File: config.mk
export PLATFORM = sky130hd
export DESIGN_NAME = pc_unit
export DESIGN_NICKNAME = d
export VERILOG_FILES = /design/src/rtl/pc_unit_pkg.sv /design/src/rtl/pc_unit_npc_target.sv /design/src/rtl/pc_unit.sv
export SDC_FILE = /design/constraint.sdc
export NUM_CORES = 1
export LEC_CHECK = 0
export BUFFER_PORTS_ARGS = -buffer_cell sky130_fd_sc_hd__buf_4
export CAP_MARGIN = 40
export CORE_ASPECT_RATIO = 1.1
export CORE_UTILIZATION = 60
export DETAILED_ROUTE_END_ITERATION = 8
export PLACE_DENSITY = 0.84
export SYNTH_ARGS = -nofsm -noshare
export SYNTH_HDL_FRONTEND = slang
export SYNTH_HIERARCHICAL = 1
export SYNTH_SLANG_ARGS = --single-unit
File: constraint.sdc
create_clock -name clk -period 4.05 [get_ports clk]
set_input_delay 0.2025 -clock clk [delete_from_list [all_inputs] [get_ports clk]]
set_output_delay 0.2025 -clock clk [all_outputs]
set_load 0.01 [all_outputs]
File: src/rtl/pc_unit_pkg.sv
// Shared definitions for the fetch PC unit: next-PC mode encodings,
// default reset / exception addresses and the fetch state type.
package pc_unit_pkg;

    localparam logic [2:0] NPC_ADD4 = 3'd0;
    localparam logic [2:0] NPC_BRCH = 3'd1;
    localparam logic [2:0] NPC_J    = 3'd2;
    localparam logic [2:0] NPC_JR   = 3'd3;
    localparam logic [2:0] NPC_RST  = 3'd4;

    localparam logic [31:0] PC_RESET_DEFAULT = 32'h0000_3000;
    localparam logic [31:0] PC_EXC_DEFAULT   = 32'h0000_4180;

    typedef enum logic {
        ST_RUN  = 1'b0,
        ST_PEND = 1'b1
    } pc_state_e;

endpackage

File: src/rtl/pc_unit_npc_target.sv
// Combinational next-PC target calculator for branch, j, jr and rst modes.
// taken is high for every mode that leaves the sequential path.
module npc_target
    import pc_unit_pkg::*;
#(
    parameter int              WIDTH    = 32,
    parameter logic [WIDTH-1:0] RESET_PC = WIDTH'(PC_RESET_DEFAULT)
) (
    input  logic [2:0]       npc_mod,
    input  logic [WIDTH-1:0] D_pc,
    input  logic [25:0]      imm26,
    input  logic [WIDTH-1:0] reg32,
    output logic [WIDTH-1:0] target,
    output logic             taken
);

    logic [WIDTH-1:0] brchOffset;

    assign brchOffset = {{(WIDTH-18){imm26[15]}}, imm26[15:0], 2'b00};

    always_comb begin
        target = '0;
        taken  = 1'b0;
        case (npc_mod)
            NPC_BRCH: begin
                target = D_pc + WIDTH'(4) + brchOffset;
                taken  = 1'b1;
            end
            NPC_J: begin
                target = {D_pc[WIDTH-1:28], imm26, 2'b00};
                taken  = 1'b1;
            end
            NPC_JR: begin
                target = reg32;
                taken  = 1'b1;
            end
            NPC_RST: begin
                target = RESET_PC;
                taken  = 1'b1;
            end
            default: begin
                target = '0;
                taken  = 1'b0;
            end
        endcase
    end

endmodule

File: src/rtl/pc_unit.sv
// Fetch-stage PC register with stall-tolerant redirect latching and exception/eret entry.
// Optional misaligned jr/eret target trapping is enabled by defining PC_ALIGN_CHECK_EN.
module pc_unit
    import pc_unit_pkg::*;
#(
    parameter int               WIDTH    = 32,
    parameter logic [WIDTH-1:0] RESET_PC = WIDTH'(PC_RESET_DEFAULT),
    parameter logic [WIDTH-1:0] EXC_VEC  = WIDTH'(PC_EXC_DEFAULT)
) (
    input  logic             clk,
    input  logic             rst_n,
    input  logic             stall,
    input  logic [2:0]       npc_mod,
    input  logic [WIDTH-1:0] D_pc,
    input  logic [25:0]      imm26,
    input  logic [WIDTH-1:0] reg32,
    input  logic             exc_req,
    input  logic             eret,
    input  logic [WIDTH-1:0] epc_in,
    output logic [WIDTH-1:0] F_pc,
    output logic             redirect,
    output logic             pend_valid,
    output logic             adel
);

    pc_state_e        state_q, state_d;
    logic [WIDTH-1:0] pc_q, pc_d;
    logic [WIDTH-1:0] pend_pc_q, pend_pc_d;
    logic             pend_adel_q, pend_adel_d;
    logic             redirect_q, redirect_d;
    logic             adel_q, adel_d;

    logic [WIDTH-1:0] target;
    logic             taken;
    logic             tgtBad;
    logic             eretBad;
    logic [WIDTH-1:0] tgtSafe;

    npc_target #(
        .WIDTH    (WIDTH),
        .RESET_PC (RESET_PC)
    ) u_npc_target (
        .npc_mod (npc_mod),
        .D_pc    (D_pc),
        .imm26   (imm26),
        .reg32   (reg32),
        .target  (target),
        .taken   (taken)
    );

`ifdef PC_ALIGN_CHECK_EN
    assign tgtBad  = (npc_mod == NPC_JR) && (target[1:0] != 2'b00);
    assign eretBad = (epc_in[1:0] != 2'b00);
`else
    assign tgtBad  = 1'b0;
    assign eretBad = 1'b0;
`endif

    // A misaligned target is swapped for the handler vector at capture time.
    assign tgtSafe = tgtBad ? EXC_VEC : target;

    always_comb begin
        state_d     = state_q;
        pc_d        = pc_q;
        pend_pc_d   = pend_pc_q;
        pend_adel_d = pend_adel_q;
        redirect_d  = 1'b0;
        adel_d      = 1'b0;
        if (exc_req) begin
            pc_d        = EXC_VEC;
            pend_pc_d   = '0;
            pend_adel_d = 1'b0;
            state_d     = ST_RUN;
            redirect_d  = 1'b1;
        end else if (eret) begin
            pc_d        = eretBad ? EXC_VEC : epc_in;
            adel_d      = eretBad;
            pend_pc_d   = '0;
            pend_adel_d = 1'b0;
            state_d     = ST_RUN;
            redirect_d  = 1'b1;
        end else if (state_q == ST_PEND) begin
            if (!stall) begin
                pc_d        = pend_pc_q;
                adel_d      = pend_adel_q;
                pend_adel_d = 1'b0;
                state_d     = ST_RUN;
                redirect_d  = 1'b1;
            end
        end else if (taken) begin
            if (stall) begin
                pend_pc_d   = tgtSafe;
                pend_adel_d = tgtBad;
                state_d     = ST_PEND;
            end else begin
                pc_d       = tgtSafe;
                adel_d     = tgtBad;
                redirect_d = 1'b1;
            end
        end else if (!stall) begin
            pc_d = pc_q + WIDTH'(4);
        end
    end

    always_ff @(posedge clk or negedge rst_n) begin
        if (!rst_n) begin
            state_q     <= ST_RUN;
            pc_q        <= RESET_PC;
            pend_pc_q   <= '0;
            pend_adel_q <= 1'b0;
            redirect_q  <= 1'b0;
            adel_q      <= 1'b0;
        end else begin
            state_q     <= state_d;
            pc_q        <= pc_d;
            pend_pc_q   <= pend_pc_d;
            pend_adel_q <= pend_adel_d;
            redirect_q  <= redirect_d;
            adel_q      <= adel_d;
        end
    end

    assign F_pc       = pc_q;
    assign redirect   = redirect_q;
    assign pend_valid = (state_q == ST_PEND);
    assign adel       = adel_q;

endmodule
==> results.md <==
- Fin crit period: 3.26 ns
- Most instantiated cells after synthesis: dfrtp_1 (66), nand2_1 (64), nor2_1 (62), a21oi_1 (59), ha_1 (58)
- #FFs+latches synth: slightly below 70
- Worst Path Max Fanout: 3
- Initial Util: between 60% and 70%
- Die Wd: around 110 microns
- Fin cells: 1126
- Cell Area, Synth: about 7100 sq um
- Top cell type's share of synthesized area: a little under a quarter
- Worst-path clk slew: approximately 0.050 ns
- Tot GR Track Use: 34.3%
- Final Util: 74.1%
- Final WS setup: 0.792 ns
- Maxcap violations: 0
- Synth area leaders: dfrtp_1 (23%), ha_1 (10%), mux2i_1 (5.0%)
- Avg Cell Area, Syn: roughly 8.3 sq um
- Routability cong.: 0.932
- CTS root buf: clkbuf_16
- Die H: 116 microns
- Run status: complete, no violations
- Register area share after synthesis: 24.1%
- # DRC: 0
- RSZ-0062 raised after global routing: no
- Starting DRT DRC Count: 529
- Worst Max-Slew Pin Slew: ~0.80 ns
- Wire per inst: ~18 microns
- Synth Warn #: 6
- Sinks on Clock Net: 68
- CTS resizes: 0
- Post-synth EDFFs: 0
- Full die area: 12200 sq um
- P_leak: 0.00394 uW
- Gate Count Post-Synth: between 800 and 900
- Initial antenna violation count: 0
- Setup TNS: 0 ns
- Netlist cell types: 87
- Max Fclk: 307 MHz
- 1st-pass router iterations: 5
- Clk_skew: between 0.006 and 0.007 ns
- WHS: roughly 0.086 ns
- Ant. Diodes: 0
- Count leader, synth: dfrtp_1
- Final cycle utilization of the critical path: between 80% and 90%
- Arrival time worst endpoint: 3.47 ns
- CP max stage delay: around 0.39 ns
- Synth area leader: dfrtp_1
- Detail Placement HPWL: 15.1 mm
- Max-Slew Margin vs Limit: ~46%
- Rows: 41
- Num CTS Buffers: 9
- WP data required: 4.26 ns
- Clock Tree Buf Depth: 2
- H-tree depth: 3
- Largest net degree at the start of global routing: 43
- Placed insts: 1109
- Port Buffers: roughly 160
- Via count: 7255
- Post-synthesis async set-or-reset flop share: 100%
- First-pass GRT wire length: 33.4 mm
- Cell breakdown of the critical path: buf_4, ha_1, ha_1, inv_1, fa_1, and2b_1, o2111ai_2, a211oi_2, o2111ai_2, a21o_2, a21o_1, a31o_2, o311a_1, a211oi_1, a2111oi_2
- Core ar.: roughly 11000 sq um
- Hold Fails Final Rpt: 0
- IO Count: ~170
- Number of routed nets with antenna violations: 0
- Synth Flop Type: dfrtp_1
- Grt ovf: 0
- Pre-CTS WS: 0.477 ns
- Critical path type: primary input to flip-flop
- Crit start category: primary input
- Post-Route WL: 20.7 mm
- Crit. End Element: flip-flop
- Slowest-stage cell, CP: fa_1
- Top cell family by delay on the critical path: compound AO/OA/AOI/OAI gates
- Hold WC Path Type: primary input to flip-flop
- CTS tree: built
- Nets: 1160
- Skew-Pair Late Insertion Delay: 0.34 ns
- P&R area growth vs syn: 20.4%
- Pwr Density: 278 nW/um^2
- Synth Net Count: between 1k and 1.5k
- Peak VDD IR: 0.249 mV
- Routed vias/inst: 6.44
- Fin. max-slew vios: 0
- Buf/Inv on CP: 2
- Layout cell share with drive strength beyond 1: between 20% and 30%
- # setup viols final: 0
- Vias in the first global route: 6741
-- repair_timing --
item,4_1_cts,5_1_grt
hold buffers,1,0
buffers inserted,0,0
hold endpoints to repair,27,0
-- report_power, final --
| group | internal (uW) | switching (uW) | total (uW) |
|---|---|---|---|
| logic | 385 | 488 | 873 |
| registers | 711 | 46.5 | 757 |
| clock network | 445 | 288 | 733 |
-- layer usage --
metal / track usage (%) / part of all wire [%]
met5: 0 / 0
met4: 11.3 / 1.8
met3: 5.01 / 8.4
met2: 57.9 / 47
met1: 45.6 / 43
-- logic make-up (layout without fill, tap and decap cells) --
logic type	after synthesis	in the layout	synth area share (%)
simple gates	269	269	20.0
mux	38	38	5.44
compound gates	295	295	29.7
buf+inv	88	215	6.14
xor+xnor	32	32	3.97
fa+ha+maj	59	59	10.6
flops	68	68	24.1
-- placed cells by master, fill, tap and decap left out, types with 9 or more instances in the layout --
cell / n
nand3_1: 27
a21o_1: 13
a31oi_1: 15
xnor2_1: 17
nand2b_1: 18
a21oi_1: 59
clkbuf_16: 9
o21ai_0: 52
and3_1: 10
xor2_1: 15
mux2i_1: 35
o21a_1: 9
buf_4: 171
a211oi_1: 17
dfrtp_1: 66
nand4_1: 14
nand2_1: 64
o22ai_1: 17
nor2_1: 62
nor2b_1: 9
a22o_1: 34
inv_1: 26
nor3_1: 19
a22oi_1: 13
ha_1: 58
-- stage by stage --
stage,power [uW],instance area [sq um]
finish,2360,8510
global route,2480,8510
CTS,2350,8510
detailed placement,1620,8220
global placement,1610,8200
floorplan,1330,7070
-- final cells by class --
class | count | area (sq um)
Sequential cell | 68 | 1700
Multi-Input combinational cell | 693 | 4930
Clock inverter | 4 | 23.8
Fill cell | 893 | 2980
Timing Repair Buffer | 173 | 1310
Clock buffer | 12 | 256
Tap cell | 150 | 188
Inverter | 26 | 97.6
-- registers in the layout (all words and copies together) (netlist names) --
signal,flops
adel,1
redirect,1
F_pc,32
pend_adel_q,1
pend_valid,1
pend_pc_q,32
-- final timing paths --
path	startpoint	end	slack [ns]	cells after the start
worst max register to register	F_pc[2]	F_pc[26]	1.69	6
min in group asynchronous	rst_n	F_pc[6]	0.33	2
worst min-delay path	epc_in[2]	F_pc[2]	0.09	2
worst max-delay path	imm26[1]	F_pc[21]	0.79	15
max in group asynchronous	rst_n	F_pc[13]	3.12	3
worst min register to register	pend_pc_q[30]	pend_pc_q[30]	0.50	1
Note: power is estimated with default switching activity, not from simulation.
